`src/rtl/mcyc_ctrl_fsm_pkg.sv`:
```
`default_nettype none
// ============================================================================
//  Module      : mcyc_ctrl_fsm_pkg
//  Description : Shared constants for the multi-cycle MIPS-style controller.
//                Holds state codes, opcode/func fields, ALU operation codes,
//                ALU B-operand and PC-source encodings, fault causes, and the
//                DECODE dispatch helper.
//  Revision    : 1.0 - initial release
// ============================================================================
package mcyc_ctrl_fsm_pkg;

    // Controller state codes.
    localparam logic [3:0] c_st_fetch  = 4'd0;
    localparam logic [3:0] c_st_decode = 4'd1;
    localparam logic [3:0] c_st_exec_r = 4'd2;
    localparam logic [3:0] c_st_exec_i = 4'd3;
    localparam logic [3:0] c_st_addr   = 4'd4;
    localparam logic [3:0] c_st_mem_rd = 4'd5;
    localparam logic [3:0] c_st_mem_wr = 4'd6;
    localparam logic [3:0] c_st_wb_r   = 4'd7;
    localparam logic [3:0] c_st_wb_i   = 4'd8;
    localparam logic [3:0] c_st_wb_mem = 4'd9;
    localparam logic [3:0] c_st_branch = 4'd10;
    localparam logic [3:0] c_st_jump   = 4'd11;
    localparam logic [3:0] c_st_jr     = 4'd12;
    localparam logic [3:0] c_st_fault  = 4'd13;

    // Opcodes.
    localparam logic [5:0] c_op_rtype = 6'h00;
    localparam logic [5:0] c_op_j     = 6'h02;
    localparam logic [5:0] c_op_beq   = 6'h04;
    localparam logic [5:0] c_op_bne   = 6'h05;
    localparam logic [5:0] c_op_addi  = 6'h08;
    localparam logic [5:0] c_op_andi  = 6'h0C;
    localparam logic [5:0] c_op_ori   = 6'h0D;
    localparam logic [5:0] c_op_lw    = 6'h23;
    localparam logic [5:0] c_op_sw    = 6'h2B;

    // R-type function fields.
    localparam logic [5:0] c_fn_sll = 6'h00;
    localparam logic [5:0] c_fn_jr  = 6'h08;
    localparam logic [5:0] c_fn_add = 6'h20;
    localparam logic [5:0] c_fn_sub = 6'h22;
    localparam logic [5:0] c_fn_and = 6'h24;
    localparam logic [5:0] c_fn_or  = 6'h25;
    localparam logic [5:0] c_fn_slt = 6'h2A;

    // ALU operation codes.
    localparam logic [3:0] c_alu_and = 4'b0000;
    localparam logic [3:0] c_alu_or  = 4'b0001;
    localparam logic [3:0] c_alu_add = 4'b0010;
    localparam logic [3:0] c_alu_sub = 4'b0110;
    localparam logic [3:0] c_alu_slt = 4'b0111;
    localparam logic [3:0] c_alu_sll = 4'b1000;

    // ALU B-operand select.
    localparam logic [2:0] c_srcb_regb    = 3'd0;
    localparam logic [2:0] c_srcb_shamt   = 3'd1;
    localparam logic [2:0] c_srcb_sext    = 3'd2;
    localparam logic [2:0] c_srcb_sext_s2 = 3'd3;
    localparam logic [2:0] c_srcb_four    = 3'd4;
    localparam logic [2:0] c_srcb_zext    = 3'd5;

    // PC source select.
    localparam logic [1:0] c_pc_alu    = 2'd0;
    localparam logic [1:0] c_pc_aluout = 2'd1;
    localparam logic [1:0] c_pc_jump   = 2'd2;
    localparam logic [1:0] c_pc_rega   = 2'd3;

    // Fault causes.
    localparam logic [1:0] c_cause_none    = 2'd0;
    localparam logic [1:0] c_cause_illegal = 2'd1;
    localparam logic [1:0] c_cause_timeout = 2'd2;

    // State that follows DECODE for a given instruction; unsupported
    // encodings dispatch to FAULT.
    function automatic logic [3:0] decode_target(input logic [5:0] op,
                                                 input logic [5:0] func);
        logic [3:0] nxt;
        nxt = c_st_fault;
        case (op)
            c_op_rtype: begin
                case (func)
                    c_fn_add, c_fn_sub, c_fn_and,
                    c_fn_or, c_fn_slt, c_fn_sll: nxt = c_st_exec_r;
                    c_fn_jr:                     nxt = c_st_jr;
                    default:                     nxt = c_st_fault;
                endcase
            end
            c_op_addi, c_op_andi, c_op_ori: nxt = c_st_exec_i;
            c_op_lw, c_op_sw:               nxt = c_st_addr;
            c_op_beq, c_op_bne:             nxt = c_st_branch;
            c_op_j:                         nxt = c_st_jump;
            default:                        nxt = c_st_fault;
        endcase
        return nxt;
    endfunction

endpackage
`default_nettype wire

```
`src/rtl/mcyc_ctrl_fsm_alu_dec.sv`:
```
`default_nettype none
// ============================================================================
//  Module      : mcyc_alu_dec
//  Description : ALU operation decoder for the multi-cycle controller.
//                Ports: i_state (controller state), i_op / i_func
//                (instruction fields) -> o_alu_op (ALU operation code).
//  Revision    : 1.0 - initial release
// ============================================================================
module mcyc_alu_dec
    import mcyc_ctrl_fsm_pkg::*;
(
    input  logic [3:0] i_state,
    input  logic [5:0] i_op,
    input  logic [5:0] i_func,
    output logic [3:0] o_alu_op
);

    always_comb begin
        o_alu_op = c_alu_and;
        case (i_state)
            c_st_fetch, c_st_decode, c_st_addr: o_alu_op = c_alu_add;
            c_st_exec_r: begin
                case (i_func)
                    c_fn_add: o_alu_op = c_alu_add;
                    c_fn_sub: o_alu_op = c_alu_sub;
                    c_fn_and: o_alu_op = c_alu_and;
                    c_fn_or:  o_alu_op = c_alu_or;
                    c_fn_slt: o_alu_op = c_alu_slt;
                    c_fn_sll: o_alu_op = c_alu_sll;
                    default:  o_alu_op = c_alu_and;
                endcase
            end
            c_st_exec_i: begin
                case (i_op)
                    c_op_addi: o_alu_op = c_alu_add;
                    c_op_andi: o_alu_op = c_alu_and;
                    c_op_ori:  o_alu_op = c_alu_or;
                    default:   o_alu_op = c_alu_and;
                endcase
            end
            c_st_branch: o_alu_op = c_alu_sub;
            default:     o_alu_op = c_alu_and;
        endcase
    end

endmodule
`default_nettype wire

```
`src/rtl/mcyc_ctrl_fsm.sv`:
```
`default_nettype none
// ============================================================================
//  Module      : mcyc_ctrl_fsm
//  Description : Multi-cycle MIPS-subset control unit with a memory wait
//                timeout and a sticky fault state.
//                Inputs : clk, rst (sync, active-high), op, func, zero,
//                         mem_ready.
//                Outputs: register load enables, register-file write and
//                         datapath selects, PC/memory controls, state code,
//                         fault and fault_cause.
//  Revision    : 1.0 - initial release
// ============================================================================
module mcyc_ctrl_fsm
    import mcyc_ctrl_fsm_pkg::*;
#(
    parameter int MEM_TIMEOUT = 16,
    parameter int TO_W        = 8
)(
    input  logic       clk,
    input  logic       rst,
    input  logic [5:0] op,
    input  logic [5:0] func,
    input  logic       zero,
    input  logic       mem_ready,
    output logic       ir_we,
    output logic       mdr_we,
    output logic       rega_we,
    output logic       regb_we,
    output logic       alu_out_we,
    output logic       reg_write,
    output logic       reg_dst,
    output logic       mem_to_reg,
    output logic       alu_src_a,
    output logic [2:0] alu_src_b,
    output logic [3:0] alu_op,
    output logic [1:0] pc_src,
    output logic       pc_write,
    output logic       iord,
    output logic       mem_read,
    output logic       mem_write,
    output logic [3:0] state,
    output logic       fault,
    output logic [1:0] fault_cause
);

    // Counter value on the last permitted wait cycle.
    localparam logic [TO_W-1:0] c_to_last =
        (MEM_TIMEOUT > 0) ? TO_W'(MEM_TIMEOUT - 1) : '0;
    localparam logic [TO_W-1:0] c_cnt_max = {TO_W{1'b1}};

    logic [3:0]      r_state;
    logic [TO_W-1:0] r_wait_cnt;
    logic [1:0]      r_fault_cause;

    logic [3:0]      w_next_state;
    logic [1:0]      w_next_cause;
    logic [TO_W-1:0] w_next_cnt;
    logic            w_in_wait;
    logic            w_next_in_wait;
    logic            w_timeout;

    assign w_in_wait      = (r_state == c_st_fetch) || (r_state == c_st_mem_rd) ||
                            (r_state == c_st_mem_wr);
    assign w_next_in_wait = (w_next_state == c_st_fetch) ||
                            (w_next_state == c_st_mem_rd) ||
                            (w_next_state == c_st_mem_wr);
    // mem_ready in the final wait cycle still wins over the timeout.
    assign w_timeout      = (MEM_TIMEOUT > 0) && w_in_wait && !mem_ready &&
                            (r_wait_cnt == c_to_last);

    // ------------------------------------------------------------------
    // Next-state logic
    // ------------------------------------------------------------------
    always_comb begin
        w_next_state = r_state;
        w_next_cause = r_fault_cause;
        case (r_state)
            c_st_fetch: begin
                if (mem_ready) begin
                    w_next_state = c_st_decode;
                end else if (w_timeout) begin
                    w_next_state = c_st_fault;
                    w_next_cause = c_cause_timeout;
                end
            end
            c_st_decode: begin
                w_next_state = decode_target(op, func);
                if (w_next_state == c_st_fault) begin
                    w_next_cause = c_cause_illegal;
                end
            end
            c_st_exec_r: w_next_state = c_st_wb_r;
            c_st_exec_i: w_next_state = c_st_wb_i;
            c_st_addr:   w_next_state = (op == c_op_sw) ? c_st_mem_wr : c_st_mem_rd;
            c_st_mem_rd: begin
                if (mem_ready) begin
                    w_next_state = c_st_wb_mem;
                end else if (w_timeout) begin
                    w_next_state = c_st_fault;
                    w_next_cause = c_cause_timeout;
                end
            end
            c_st_mem_wr: begin
                if (mem_ready) begin
                    w_next_state = c_st_fetch;
                end else if (w_timeout) begin
                    w_next_state = c_st_fault;
                    w_next_cause = c_cause_timeout;
                end
            end
            c_st_wb_r, c_st_wb_i, c_st_wb_mem,
            c_st_branch, c_st_jump, c_st_jr: w_next_state = c_st_fetch;
            c_st_fault:  w_next_state = c_st_fault;
            // Unused codes recover through a fresh fetch.
            default:     w_next_state = c_st_fetch;
        endcase
    end

    // ------------------------------------------------------------------
    // Memory wait counter
    // ------------------------------------------------------------------
    always_comb begin
        w_next_cnt = r_wait_cnt;
        if (w_next_in_wait && (w_next_state != r_state)) begin
            w_next_cnt = '0;
        end else if (mem_ready) begin
            w_next_cnt = '0;
        end else if (w_in_wait && (r_wait_cnt != c_cnt_max)) begin
            w_next_cnt = r_wait_cnt + 1'b1;
        end
    end

    always_ff @(posedge clk) begin
        if (rst) begin
            r_state       <= c_st_fetch;
            r_wait_cnt    <= '0;
            r_fault_cause <= c_cause_none;
        end else begin
            r_state       <= w_next_state;
            r_wait_cnt    <= w_next_cnt;
            r_fault_cause <= w_next_cause;
        end
    end

    // ------------------------------------------------------------------
    // ALU operation decode
    // ------------------------------------------------------------------
    mcyc_alu_dec u_alu_dec (
        .i_state  (r_state),
        .i_op     (op),
        .i_func   (func),
        .o_alu_op (alu_op)
    );

    // ------------------------------------------------------------------
    // Output decode
    // ------------------------------------------------------------------
    always_comb begin
        ir_we      = 1'b0;
        mdr_we     = 1'b0;
        rega_we    = 1'b0;
        regb_we    = 1'b0;
        alu_out_we = 1'b0;
        reg_write  = 1'b0;
        reg_dst    = 1'b0;
        mem_to_reg = 1'b0;
        alu_src_a  = 1'b0;
        alu_src_b  = c_srcb_regb;
        pc_src     = c_pc_alu;
        pc_write   = 1'b0;
        iord       = 1'b0;
        mem_read   = 1'b0;
        mem_write  = 1'b0;
        case (r_state)
            c_st_fetch: begin
                mem_read  = 1'b1;
                alu_src_b = c_srcb_four;
                ir_we     = mem_ready;
                pc_write  = mem_ready;
            end
            c_st_decode: begin
                alu_src_b  = c_srcb_sext_s2;
                alu_out_we = 1'b1;
                rega_we    = 1'b1;
                regb_we    = 1'b1;
            end
            c_st_exec_r: begin
                alu_src_a  = 1'b1;
                alu_out_we = 1'b1;
                alu_src_b  = (func == c_fn_sll) ? c_srcb_shamt : c_srcb_regb;
            end
            c_st_wb_r: begin
                reg_dst   = 1'b1;
                reg_write = 1'b1;
            end
            c_st_exec_i: begin
                alu_src_a  = 1'b1;
                alu_out_we = 1'b1;
                alu_src_b  = (op == c_op_addi) ? c_srcb_sext : c_srcb_zext;
            end
            c_st_wb_i: reg_write = 1'b1;
            c_st_addr: begin
                alu_src_a  = 1'b1;
                alu_src_b  = c_srcb_sext;
                alu_out_we = 1'b1;
            end
            c_st_mem_rd: begin
                mem_read = 1'b1;
                iord     = 1'b1;
                mdr_we   = mem_ready;
            end
            c_st_mem_wr: begin
                mem_write = 1'b1;
                iord      = 1'b1;
            end
            c_st_wb_mem: begin
                mem_to_reg = 1'b1;
                reg_write  = 1'b1;
            end
            c_st_branch: begin
                alu_src_a = 1'b1;
                pc_src    = c_pc_aluout;
                pc_write  = ((op == c_op_beq) && zero) || ((op == c_op_bne) && !zero);
            end
            c_st_jump: begin
                pc_src   = c_pc_jump;
                pc_write = 1'b1;
            end
            c_st_jr: begin
                pc_src   = c_pc_rega;
                pc_write = 1'b1;
            end
            default: ;
        endcase

        // Nothing may write or strobe memory while reset is held.
        if (rst) begin
            ir_we      = 1'b0;
            mdr_we     = 1'b0;
            rega_we    = 1'b0;
            regb_we    = 1'b0;
            alu_out_we = 1'b0;
            reg_write  = 1'b0;
            pc_write   = 1'b0;
            mem_read   = 1'b0;
            mem_write  = 1'b0;
        end
    end

    assign state       = r_state;
    assign fault       = (r_state == c_st_fault);
    assign fault_cause = (r_state == c_st_fault) ? r_fault_cause : c_cause_none;

endmodule
`default_nettype wire

```
`config.mk`:
```
export PLATFORM = sky130hd
export DESIGN_NAME = mcyc_ctrl_fsm
export DESIGN_NICKNAME = d
export VERILOG_FILES = /design/src/rtl/mcyc_ctrl_fsm_pkg.sv /design/src/rtl/mcyc_ctrl_fsm_alu_dec.sv /design/src/rtl/mcyc_ctrl_fsm.sv
export SDC_FILE = /design/constraint.sdc
export NUM_CORES = 1
export LEC_CHECK = 0
export BUFFER_PORTS_ARGS = -buffer_cell sky130_fd_sc_hd__buf_2
export CAP_MARGIN = 20
export CELL_PAD_IN_SITES_DETAIL_PLACEMENT = 0
export CELL_PAD_IN_SITES_GLOBAL_PLACEMENT = 1
export CORE_UTILIZATION = 27
export CTS_CLUSTER_SIZE = 25
export DETAILED_ROUTE_END_ITERATION = 10
export HOLD_SLACK_MARGIN = 0.05
export PLACE_DENSITY = 0.73
export SYNTH_ARGS = -nofsm -noshare
export SYNTH_HDL_FRONTEND = slang
export SYNTH_HIERARCHICAL = 1
export SYNTH_SLANG_ARGS = --single-unit
```
`constraint.sdc`:
```
create_clock -name clk -period 2 [get_ports clk]
set_input_delay 0.2 -clock clk [delete_from_list [all_inputs] [get_ports clk]]
set_output_delay 0.2 -clock clk [all_outputs]
set_load 0.01 [all_outputs]
```
# Word-level counts from Yosys, hierarchy flattened

Index checks and enable logic that the tools add are counted.

Register bits after elaboration: 14

Add/subtract/negate cells: 1
Equality and inequality tests: 36
Muxes and demuxes: 41
Reductions and logical operators: 32

Operator list:

| kind                | count |
|---|---|
| $eq 6x6->1 const B  | 7 |
| $pmux 4 s5          | 2 |
| $pmux 4 s8          | 1 |
| $eq 4x4->1 const B  | 7 |
| $eq 4x3->1 const B  | 6 |
| $eq 6x4->1 const B  | 4 |
| $mux 1              | 20 |
| $mux 4              | 5 |
| $pmux 4 s4          | 1 |
| $pmux 3 s5          | 1 |
| $reduce_or 3->1     | 5 |
| $eq 6x3->1 const B  | 2 |
| $logic_not 6->1     | 2 |
| $mux 2              | 5 |
| $reduce_or 2->1     | 5 |
| $add 8x1->8 const B | 1 |
| $eq 4x2->1 const B  | 2 |
| $eq 8x4->1 const B  | 1 |
| $logic_not 4->1     | 2 |
| $ne 8x8->1 const B  | 1 |
| $pmux 2 s2          | 2 |
| $pmux 4 s2          | 1 |
| $reduce_or 4->1     | 2 |
| $eq 6x2->1 const B  | 1 |
| 13 further kinds    | 24 |

# Depth between registers and ports, before layout

Gate-level depths: netlist of the first run.

Depth in word-level cells: 13
Mapped depth: 9
Gate-level depth less buffers: 8

# Modules after synthesis

Netlist of the first run, hierarchy kept.

Modules (own cells, without submodules):

| module        | instances | cells each | area each (sq um) | seq. area each (sq um) |
|---|---|---|---|---|
| mcyc_ctrl_fsm | 1         | 199        | 1,437.6           | 280.3 |
| mcyc_alu_dec  | 1         | 23         | 168.9             | 0.0 |

# Worst setup path before layout of the first run

No wires, ideal clock.

Path type: register -> register
Start: register r_state[3], in the netlist state[3]
End: register r_wait_cnt[0]
Library setup time: 0.133 ns
Arrival time: 2.051 ns
Data required time: 1.867 ns
Setup slack: -0.184 ns
Cell stages (with the launch flop): 9
Buffers on the path: 2
Period minus slack after synthesis: 2.184 ns
Cells stage by stage: dfxtp_1 > buf_2 > or2_2 > clkbuf_1 > nor2_1 > o311a_2 > nor3_4 > nor3b_4 > o41ai_1

Cells in the longest elaborated chain, start to end: 13
Elaborated cells between the ends (all ways): 26

RTL lines:

| item                                          | line                                                           | source |
|---|---|---|
| start, declared                               | mcyc_ctrl_fsm.sv:51                                            | `logic [3:0] r_state;` |
| start signal, assigned                        | mcyc_ctrl_fsm.sv:135                                           | `r_state <= c_st_fetch;` |
| start signal, assigned                        | mcyc_ctrl_fsm.sv:139                                           | `r_state <= w_next_state;` |
| $eq 4x3->1 or $logic_not 4->1 (tied branches) | mcyc_ctrl_fsm.sv:62, mcyc_ctrl_fsm.sv:77                       |  |
| $logic_or 1x1->1 (2 in series)                | mcyc_ctrl_fsm.sv:62                                            | `assign w_in_wait = (r_state == c_st_fetch) \|\| (r_state == c_st_mem_rd) \|\|` |
| $logic_and 1x1->1 (2 in series)               | mcyc_ctrl_fsm.sv:68                                            | `assign w_timeout = (MEM_TIMEOUT > 0) && w_in_wait && !mem_ready &&` |
| $mux 4                                        | mcyc_ctrl_fsm.sv:81, mcyc_ctrl_fsm.sv:98, mcyc_ctrl_fsm.sv:106 |  |
| $mux 4, on equally long branches              | mcyc_ctrl_fsm.sv:104, mcyc_ctrl_fsm.sv:79, mcyc_ctrl_fsm.sv:96 |  |
| $pmux 4 s8                                    | mcyc_ctrl_fsm.sv:77                                            | `case (r_state)` |
| $eq 4x3->1 or $logic_not 4->1 (tied branches) | mcyc_ctrl_fsm.sv:65, mcyc_ctrl_fsm.sv:64                       |  |
| $logic_or 1x1->1                              | mcyc_ctrl_fsm.sv:64                                            | `assign w_next_in_wait = (w_next_state == c_st_fetch) \|\|` |
| $logic_or 1x1->1                              | mcyc_ctrl_fsm.sv:65                                            | `(w_next_state == c_st_mem_rd) \|\|` |
| $logic_and 1x1->1                             | mcyc_ctrl_fsm.sv:124                                           | `if (w_next_in_wait && (w_next_state != r_state)) begin` |
| $reduce_or 3->1 (no line)                     | -                                                              |  |
| end signal, assigned                          | mcyc_ctrl_fsm.sv:140                                           | `r_wait_cnt <= w_next_cnt;` |
| end, declared                                 | mcyc_ctrl_fsm.sv:52                                            | `logic [TO_W-1:0] r_wait_cnt;` |

Several ways; a longest one is shown, not always the timed one.
A chain may end at the register's enable or synchronous reset.

# Worst setup path after layout of the first run

Start: input func[0]
End: register r_wait_cnt[3]

Cells in the longest elaborated chain, start to end: 11
Elaborated cells between the ends (all ways): 20

RTL lines:

| item                                          | line                                     | source |
|---|---|---|
| start, declared                               | mcyc_ctrl_fsm.sv:22                      | `input logic [5:0] func,` |
| $eq 6x6->1 or $logic_not 6->1 (tied branches) | mcyc_ctrl_fsm_pkg.sv:83                  | `case (func)` |
| $reduce_or 6->1                               | mcyc_ctrl_fsm_pkg.sv:83                  |  |
| $pmux 4 s2 *                                  | mcyc_ctrl_fsm_pkg.sv:83                  |  |
| $pmux 4 s5 *                                  | mcyc_ctrl_fsm_pkg.sv:81                  | `case (op)` |
| $mux 4 *                                      | mcyc_ctrl_fsm.sv:77                      |  |
| $pmux 4 s8 *                                  | mcyc_ctrl_fsm.sv:77                      |  |
| $eq 4x3->1 or $logic_not 4->1 (tied branches) | mcyc_ctrl_fsm.sv:65, mcyc_ctrl_fsm.sv:64 |  |
| $logic_or 1x1->1                              | mcyc_ctrl_fsm.sv:64                      |  |
| $logic_or 1x1->1                              | mcyc_ctrl_fsm.sv:65                      |  |
| $logic_and 1x1->1 *                           | mcyc_ctrl_fsm.sv:124                     |  |
| $reduce_or 3->1 (no line) *                   | -                                        |  |

Mark *: on every way between the ends. The rest lies on a longest branch, timed or not. The select of a mux whose other input is x is not followed.

==> results of run 1 <==
[final cells by class]
class	count	area (µm²)
timing repair buffer	115	778
sequential	14	292
fill	582	3050
clock buffer	4	55.1
tap	72	90.1
multi-input combinational	192	1330
inverter	5	18.8
[kinds of logic (layout without fill, tap and decap cells)]
logic type	Yosys count	in the layout	synth area share [%]
and+or+nand+nor	117	117	42.3
xor gates and xnor gates	10	10	5.45
buffers and inverters	16	124	4.67
AOI/OAI and AO/OA	60	60	26.8
muxes	4	4	2.57
adders and majority gates	1	1	0.779
DFF	14	14	17.4
[power by group through the flow]
stage	clock, mW	combinational, mW	sequential, mW
after floorplan	0	0.978	0.385
after global placement	0	1.81	0.385
after detailed placement	0	1.82	0.385
after CTS	0.279	1.95	0.393
after global routing	0.295	2.16	0.401
final	0.270	1.97	0.394
[metal layers]
layer,GRT usage (%),vias up
met4,4.00,0
met3,2.64,10
met5,0,-
met1,23.4,934
li1,-,1066
met2,31.4,44
[worst max-delay path, cell delays in order]
cell and delay, ns:
sky130_fd_sc_hd__buf_6 0.09, sky130_fd_sc_hd__or4_4 0.54, sky130_fd_sc_hd__o211ai_2 0.18, sky130_fd_sc_hd__and3b_1 0.19
sky130_fd_sc_hd__o31a_1 0.28, sky130_fd_sc_hd__nor3_4 0.21, sky130_fd_sc_hd__nor3b_4 0.24, sky130_fd_sc_hd__buf_6 0.16
sky130_fd_sc_hd__o41ai_1 0.08
[worst max-delay path by stage]
stage	slack, ns	from	end	cells past startpoint
2_1_floorplan	-0.07	func[0]	r_wait_cnt[0]	7
3_3_place_gp	-0.29	op[5]	r_wait_cnt[4]	9
3_5_place_dp	-0.38	op[5]	r_wait_cnt[0]	9
4_1_cts	-0.08	r_wait_cnt[0]	r_wait_cnt[3]	10
5_1_grt	-0.16	func[2]	r_wait_cnt[3]	9
6_report	-0.06	func[0]	r_wait_cnt[3]	9
[placed cells by master (no fill, tap or decap), types with 3 or more instances in the layout]
| cell type | count |
|---|---|
| sky130_fd_sc_hd__nor3_1 | 9 |
| sky130_fd_sc_hd__dfxtp_1 | 9 |
| sky130_fd_sc_hd__mux2i_1 | 3 |
| sky130_fd_sc_hd__buf_6 | 6 |
| sky130_fd_sc_hd__nand2b_1 | 7 |
| sky130_fd_sc_hd__a21oi_1 | 11 |
| sky130_fd_sc_hd__and2_1 | 3 |
| sky130_fd_sc_hd__nor2b_1 | 4 |
| sky130_fd_sc_hd__nand4_1 | 6 |
| sky130_fd_sc_hd__o211ai_1 | 3 |
| sky130_fd_sc_hd__nor2_1 | 35 |
| sky130_fd_sc_hd__buf_2 | 43 |
| sky130_fd_sc_hd__nand3_1 | 7 |
| sky130_fd_sc_hd__nand2_1 | 11 |
| sky130_fd_sc_hd__a31oi_1 | 3 |
| sky130_fd_sc_hd__xor2_1 | 8 |
| sky130_fd_sc_hd__dfxtp_2 | 3 |
| sky130_fd_sc_hd__clkbuf_8 | 4 |
| sky130_fd_sc_hd__inv_1 | 4 |
| sky130_fd_sc_hd__and3_1 | 4 |
| sky130_fd_sc_hd__o41ai_1 | 7 |
| sky130_fd_sc_hd__o21ai_0 | 12 |
| sky130_fd_sc_hd__buf_4 | 66 |
[state kept, by name, summed over array words and instances, names as in the netlist]
register,cells
state,4
r_fault_cause,2
r_wait_cnt,8
[what timing repair did]
action                                  4_1_cts  5_1_grt
resized for setup                            21        6
endpoints found under the setup margin       12       11
pin swaps                                     2        2
buffers inserted                              1        2
==> run_summary.xml, run 1 <==
<?xml version="1.0" encoding="UTF-8"?>
<metrics>
  <group name="outcome">
    <metric name="run_status" unit="">finished, violations left</metric>
    <metric name="violated_checks" unit="">negative setup slack</metric>
  </group>
  <group name="cts">
    <metric name="hold_buffer_count_at_cts" unit="">0</metric>
    <metric name="clock_tree.buffer_depth" unit="">2</metric>
    <metric name="tritoncts_clock_tree" unit="">done</metric>
    <metric name="number_of_cts_inserted_buffers" unit="">3</metric>
    <metric name="cts-htree-levels" unit="">1</metric>
    <metric name="clkSinkCount" unit="">14</metric>
    <metric name="path_clk_slew" unit="ns">0.06</metric>
    <metric name="cts_root_buf" unit="">sky130_fd_sc_hd__clkbuf_8</metric>
    <metric name="worst_skew_pair.late_latency" unit="ns">0.24</metric>
  </group>
  <group name="drt">
    <metric name="wl_per_cell" unit="µm">13.7</metric>
    <metric name="antenna_left" unit="">0</metric>
    <metric name="maxUsedRoutingLayer" unit="">met4</metric>
    <metric name="wirelength_met1" unit="µm">2600</metric>
    <metric name="postRouteWirelength" unit="µm">5520</metric>
    <metric name="routed_length_on_met2" unit="µm">2640</metric>
    <metric name="route.detailed.drc" unit="">0</metric>
    <metric name="detail_route.vias_per_cell" unit="">5.11</metric>
    <metric name="routed-via-count" unit="">2054</metric>
    <metric name="met3_wirelength_from_detailed_routing" unit="µm">179</metric>
    <metric name="drt_iter0_drc" unit="">94</metric>
    <metric name="first_pass_iters" unit="">4</metric>
  </group>
  <group name="power_and_ir_drop">
    <metric name="fin_total_pwr" unit="mW">2.64</metric>
    <metric name="switchingPower" unit="mW">1.15</metric>
    <metric name="leakage" unit="nW">1.16</metric>
    <metric name="power.share.combinational" unit="%">74.8</metric>
    <metric name="power.internal" unit="mW">1.49</metric>
    <metric name="power.share.clock" unit="%">10.3</metric>
    <metric name="power_per_cell_area" unit="mW/mm²">1030</metric>
    <metric name="p_seq_share" unit="%">15.0</metric>
    <metric name="peak_supply_drop" unit="µV">464</metric>
    <metric name="switching_part_of_the_total_power" unit="%">43.7</metric>
  </group>
  <group name="critical_path">
    <metric name="endpoint_kind" unit="">register</metric>
    <metric name="worst_r2r_startpoint" unit="">r_wait_cnt[1]</metric>
    <metric name="worstPathMaxFanout" unit="">8</metric>
    <metric name="timing.setup.critical_path_class" unit="">in2reg</metric>
    <metric name="r2r-end" unit="">r_wait_cnt[3]</metric>
    <metric name="r2r_setup_slack" unit="ns">-0.03</metric>
    <metric name="worstRegToRegCells" unit="">10</metric>
    <metric name="startpoint_type" unit="">input port</metric>
    <metric name="worstPathRequired" unit="ns">2.11</metric>
    <metric name="crit_arrival" unit="ns">2.18</metric>
  </group>
  <group name="global_routing">
    <metric name="gr-total-overflow" unit="">0</metric>
    <metric name="largest_net_degree_at_the_start_of_global_routing" unit="">16</metric>
    <metric name="grt_use_total" unit="%">18.1</metric>
    <metric name="antenna_found_initial" unit="">0</metric>
    <metric name="first_global_vias" unit="">1983</metric>
    <metric name="grt_first_pass_wirelength" unit="µm">9350</metric>
  </group>
  <group name="min_path">
    <metric name="min_delay_worst_endpoint" unit="">state[0]</metric>
    <metric name="min_path_cells" unit="">3</metric>
    <metric name="hp_start" unit="">rst</metric>
    <metric name="timing.hold.worst.class" unit="">in2reg</metric>
  </group>
  <group name="timing">
    <metric name="maxClockFrequency" unit="GHz">0.485</metric>
    <metric name="finalWorstSetupSlack" unit="ns">-0.0620</metric>
    <metric name="tightestPinTransition" unit="ns">0.554</metric>
    <metric name="finClkSkew" unit="ns">0.00199</metric>
    <metric name="report.final.hold_viol_count" unit="">0</metric>
    <metric name="min_period_over_period" unit="%">103</metric>
    <metric name="min_period" unit="ns">2.06</metric>
    <metric name="tns" unit="ns">-0.450</metric>
    <metric name="max_slew_margin" unit="%">63.0</metric>
    <metric name="slew_viols_final" unit="">0</metric>
    <metric name="rsz0062_at_grt" unit="">true</metric>
    <metric name="worst_hold_slack" unit="ns">0.329</metric>
    <metric name="setup_violations" unit="">8</metric>
  </group>
  <group name="layout">
    <metric name="fin_nets" unit="">348</metric>
    <metric name="fin_area" unit="mm²">0.00256</metric>
    <metric name="diodes" unit="">0</metric>
    <metric name="drive_gt1_share" unit="%">47.6</metric>
    <metric name="finish.cell_count_without_fillers" unit="">402</metric>
    <metric name="post_layout_util" unit="%">45.6</metric>
    <metric name="layout-area-overhead-vs-synth" unit="%">59.3</metric>
  </group>
  <group name="yosys">
    <metric name="postSynthNetCount" unit="">239</metric>
    <metric name="synth.cells.most_frequent" unit="">36 x sky130_fd_sc_hd__nor2_1, 14 x sky130_fd_sc_hd__dfxtp_1, 13 x sky130_fd_sc_hd__o21ai_0, 12 x sky130_fd_sc_hd__nand2_1, 11 x sky130_fd_sc_hd__a21oi_1</metric>
    <metric name="postSynthRegisterBits" unit="">14</metric>
    <metric name="synthMostInstantiatedCell" unit="">sky130_fd_sc_hd__nor2_1</metric>
    <metric name="yosysTopAreaCell" unit="">sky130_fd_sc_hd__dfxtp_1</metric>
    <metric name="synth_top_area_share" unit="%">17.4</metric>
    <metric name="synth-main-ff-cell" unit="">sky130_fd_sc_hd__dfxtp_1</metric>
    <metric name="ys_seq_area_share" unit="%">17.4</metric>
    <metric name="ys_top_cells_by_area" unit="">sky130_fd_sc_hd__dfxtp_1 17%, sky130_fd_sc_hd__nor2_1 8.4%, sky130_fd_sc_hd__o41ai_1 4.9%</metric>
    <metric name="synthesis.area_per_instance" unit="µm²">7.24</metric>
    <metric name="post_synth_instance_area" unit="mm²">0.00161</metric>
    <metric name="cell_variety_after_synth" unit="">66</metric>
    <metric name="async_flop_share" unit="%">0</metric>
    <metric name="synthesized_instance_count" unit="">222</metric>
    <metric name="synth_warnings" unit="">6</metric>
    <metric name="synth_edf_count" unit="">0</metric>
  </group>
  <group name="placed_design">
    <metric name="placed_cells" unit="">395</metric>
    <metric name="post-place-ws" unit="ns">-0.377</metric>
    <metric name="detailed_place_hpwl" unit="µm">4290</metric>
    <metric name="place_congestion" unit="">0.808</metric>
    <metric name="port-buffer-count" unit="">44</metric>
    <metric name="detailed_place.area" unit="mm²">0.00237</metric>
  </group>
  <group name="floorplan">
    <metric name="core_region_area" unit="mm²">0.00561</metric>
    <metric name="floorplan_die_width" unit="µm">79.1</metric>
    <metric name="pin_count" unit="">45</metric>
    <metric name="initial_util" unit="%">28.6</metric>
    <metric name="fp.dieArea" unit="mm²">0.00626</metric>
    <metric name="placement_rows" unit="">27</metric>
    <metric name="die_h" unit="µm">79.1</metric>
  </group>
  <group name="job">
    <metric name="drv_cap" unit="">0</metric>
  </group>
</metrics>
Power figures use the tool's default switching activity.
==> inputs of run 2 (changes only) <==
--- a/constraint.sdc
+++ b/constraint.sdc
@@ -3,2 +3,2 @@
 set_output_delay 0.2 -clock clk [all_outputs]
-set_load 0.01 [all_outputs]
+set_load 0.1 [all_outputs]
==> run 2 against run 1 <==
  * The run still ends with negative setup slack left
  * Register-to-register slack lost 0.06 ns
  * Clock power grew 3%
  * Hold slack lost 0.0061 ns
  * Die area is the same
  * Cell area grew 27%
  * Cell count grew 2.2%
  * Routed wire length grew 6.8%
  * Global-route usage grew 1.1 points
  * Highest routed layer unchanged
==> run_summary.xml, run 2 (synthesized netlist as in run 1, its figures left out) <==
<?xml version="1.0" encoding="UTF-8"?>
<metrics>
  <group name="timing">
    <metric name="setup_violations" unit="">11</metric>
    <metric name="finalWorstSetupSlack" unit="ns">-0.0990</metric>
    <metric name="rsz0062_at_grt" unit="">true</metric>
    <metric name="slew_viols_final" unit="">0</metric>
    <metric name="max_slew_margin" unit="%">65.6</metric>
    <metric name="maxClockFrequency" unit="GHz">0.476</metric>
    <metric name="min_period_over_period" unit="%">105</metric>
    <metric name="finClkSkew" unit="ns">0.00640</metric>
    <metric name="tightestPinTransition" unit="ns">0.508</metric>
    <metric name="min_period" unit="ns">2.10</metric>
    <metric name="report.final.hold_viol_count" unit="">0</metric>
  </group>
  <group name="layout">
    <metric name="layout-area-overhead-vs-synth" unit="%">102</metric>
    <metric name="filler_cell_count" unit="">496</metric>
    <metric name="most-common-layout-cells" unit="">72 x sky130_fd_sc_hd__buf_4, 26 x sky130_fd_sc_hd__nor2_1, 23 x sky130_fd_sc_hd__buf_2, 21 x sky130_fd_sc_hd__buf_12, 12 x sky130_fd_sc_hd__o21ai_0</metric>
    <metric name="fin_area" unit="mm²">0.00325</metric>
    <metric name="diodes" unit="">0</metric>
    <metric name="drive_gt1_share" unit="%">59.0</metric>
    <metric name="fin_nets" unit="">357</metric>
    <metric name="post_layout_util" unit="%">57.9</metric>
    <metric name="layout_commonest_cell" unit="">sky130_fd_sc_hd__buf_4</metric>
    <metric name="largest_register_ffs" unit="">8</metric>
    <metric name="largest_register" unit="">r_wait_cnt</metric>
  </group>
  <group name="power_and_ir_drop">
    <metric name="peak_supply_drop" unit="µV">948</metric>
    <metric name="power.share.clock" unit="%">6.4</metric>
    <metric name="power.internal" unit="mW">1.95</metric>
    <metric name="switchingPower" unit="mW">2.41</metric>
    <metric name="leakage" unit="nW">1.36</metric>
    <metric name="power_per_cell_area" unit="mW/mm²">1340</metric>
    <metric name="power.share.combinational" unit="%">83.7</metric>
    <metric name="switching_part_of_the_total_power" unit="%">55.3</metric>
    <metric name="p_seq_share" unit="%">10.0</metric>
  </group>
  <group name="placed_design">
    <metric name="detailed_place_hpwl" unit="µm">4600</metric>
    <metric name="post-place-ws" unit="ns">-0.406</metric>
    <metric name="port-buffer-count" unit="">44</metric>
    <metric name="place_congestion" unit="">0.831</metric>
    <metric name="detailed_place.area" unit="mm²">0.00286</metric>
  </group>
  <group name="critical_path">
    <metric name="r2r_setup_slack" unit="ns">-0.09</metric>
    <metric name="worstPathMaxFanout" unit="">2</metric>
    <metric name="timing.setup.critical_path_class" unit="">in2out</metric>
    <metric name="crit_arrival" unit="ns">1.90</metric>
    <metric name="endpoint_kind" unit="">primary output</metric>
    <metric name="worstPathRequired" unit="ns">1.80</metric>
    <metric name="startpoint_type" unit="">input port</metric>
    <metric name="crit_slowest_cell" unit="">sky130_fd_sc_hd__or4_4</metric>
    <metric name="crit_path_max_incr_delay" unit="ns">0.54</metric>
    <metric name="timing.critical_path.cells" unit="">buf_6 -&gt; or4_4 -&gt; buf_4 -&gt; o41a_4 -&gt; nor3_4 -&gt; buf_12</metric>
  </group>
  <group name="floorplan">
    <metric name="placement_rows" unit="">27</metric>
    <metric name="initial_util" unit="%">28.6</metric>
    <metric name="floorplan_die_width" unit="µm">79.1</metric>
    <metric name="core_region_area" unit="mm²">0.00561</metric>
    <metric name="fp.dieArea" unit="mm²">0.00626</metric>
    <metric name="pin_count" unit="">45</metric>
    <metric name="die_h" unit="µm">79.1</metric>
  </group>
  <group name="global_routing">
    <metric name="first_global_vias" unit="">2111</metric>
    <metric name="grt_first_pass_wirelength" unit="µm">9710</metric>
    <metric name="largest_net_degree_at_the_start_of_global_routing" unit="">13</metric>
    <metric name="antenna_found_initial" unit="">0</metric>
    <metric name="grt_use_total" unit="%">19.2</metric>
    <metric name="gr-total-overflow" unit="">0</metric>
  </group>
  <group name="drt">
    <metric name="route.detailed.drc" unit="">0</metric>
    <metric name="postRouteWirelength" unit="µm">5900</metric>
    <metric name="antenna_left" unit="">0</metric>
    <metric name="wl_per_cell" unit="µm">14.4</metric>
    <metric name="drt_iter0_drc" unit="">164</metric>
    <metric name="detail_route.vias_per_cell" unit="">5.21</metric>
    <metric name="first_pass_iters" unit="">4</metric>
    <metric name="routed-via-count" unit="">2142</metric>
  </group>
  <group name="outcome">
    <metric name="violated_checks" unit="">negative setup slack</metric>
    <metric name="run_status" unit="">finished, violations left</metric>
  </group>
  <group name="cts">
    <metric name="path_clk_slew" unit="ns">0.06</metric>
    <metric name="tritoncts_clock_tree" unit="">done</metric>
    <metric name="clkSinkCount" unit="">14</metric>
    <metric name="cts-htree-levels" unit="">1</metric>
    <metric name="cts_root_buf" unit="">sky130_fd_sc_hd__clkbuf_8</metric>
    <metric name="hold_buffer_count_at_cts" unit="">0</metric>
    <metric name="worst_skew_pair.late_latency" unit="ns">0.25</metric>
    <metric name="clock_tree.buffer_depth" unit="">2</metric>
    <metric name="number_of_cts_inserted_buffers" unit="">3</metric>
  </group>
  <group name="job">
    <metric name="drv_cap" unit="">0</metric>
  </group>
  <group name="min_path">
    <metric name="timing.hold.worst.class" unit="">in2reg</metric>
  </group>
</metrics>
-- run 2: cell types whose count changed in the layout (fill, tap and decap cells not counted), sizes merged --
cell,delta
buf,+9
-- run 2: what timing repair did --
| action | 4_1_cts | 5_1_grt |
|---|---|---|
| buffers inserted | 12 | 8 |
| gates resized for setup | 20 | 15 |
| pin swaps | 14 | 10 |
| endpoints found under the setup margin | 12 | 15 |
-- run 2: metal layers --
layer	global-route usage (%)	share of wire (%)	wire length [µm]
met2	35.1	52	3050
met5	0	0	0
met4	2.91	0.71	42
met3	1.95	3.2	186
met1	24.6	44	2610
-- run 2: area by class of cell --
type / instances / area [µm²] / area share (%)
multi-input combinational: 192 / 1600 / 49.3
timing repair buffer: 124 / 1170 / 36.1
sequential: 14 / 297 / 9.13
tap: 72 / 90.1 / 2.77
clock buffer: 4 / 55.1 / 1.69
inverter: 5 / 31.3 / 0.963
-- run 2: path summary, 6_finish.rpt --
| kind | start | end | cells after the start |
|---|---|---|---|
| hold / removal | rst | r_fault_cause[0] | 2 |
| setup reg to reg | r_wait_cnt[0] | r_wait_cnt[6] | 10 |
| setup / recovery | func[4] | alu_src_b[0] | 6 |
| hold reg to reg | r_fault_cause[1] | r_fault_cause[1] | 2 |
-- run 2: worst max-delay path: cells and delay by family --
family	cells	cell delay, ns
simple gates	2	0.76
buf+inv	3	0.44
compound gates	1	0.49
-- run 2: per-stage QoR --
stage,total power [mW],setup TNS (ns),hold slack (ns),cells
2_1_floorplan,2.68,-3.51,0.262,222
3_3_place_gp,3.59,-2.64,0.457,387
3_5_place_dp,3.61,-3.13,0.472,387
4_1_cts,4.11,-0.688,0.332,403
5_1_grt,4.55,-1.48,0.332,411
6_report,4.36,-0.735,0.323,411
-- run 2: power groups by stage --
stage / clock [mW] / sequential [mW] / combinational [mW]
6_report: 0.278 / 0.434 / 3.65
5_1_grt: 0.299 / 0.442 / 3.81
4_1_cts: 0.280 / 0.420 / 3.41
3_5_place_dp: 0 / 0.461 / 3.15
3_3_place_gp: 0 / 0.462 / 3.13
2_1_floorplan: 0 / 0.575 / 2.11
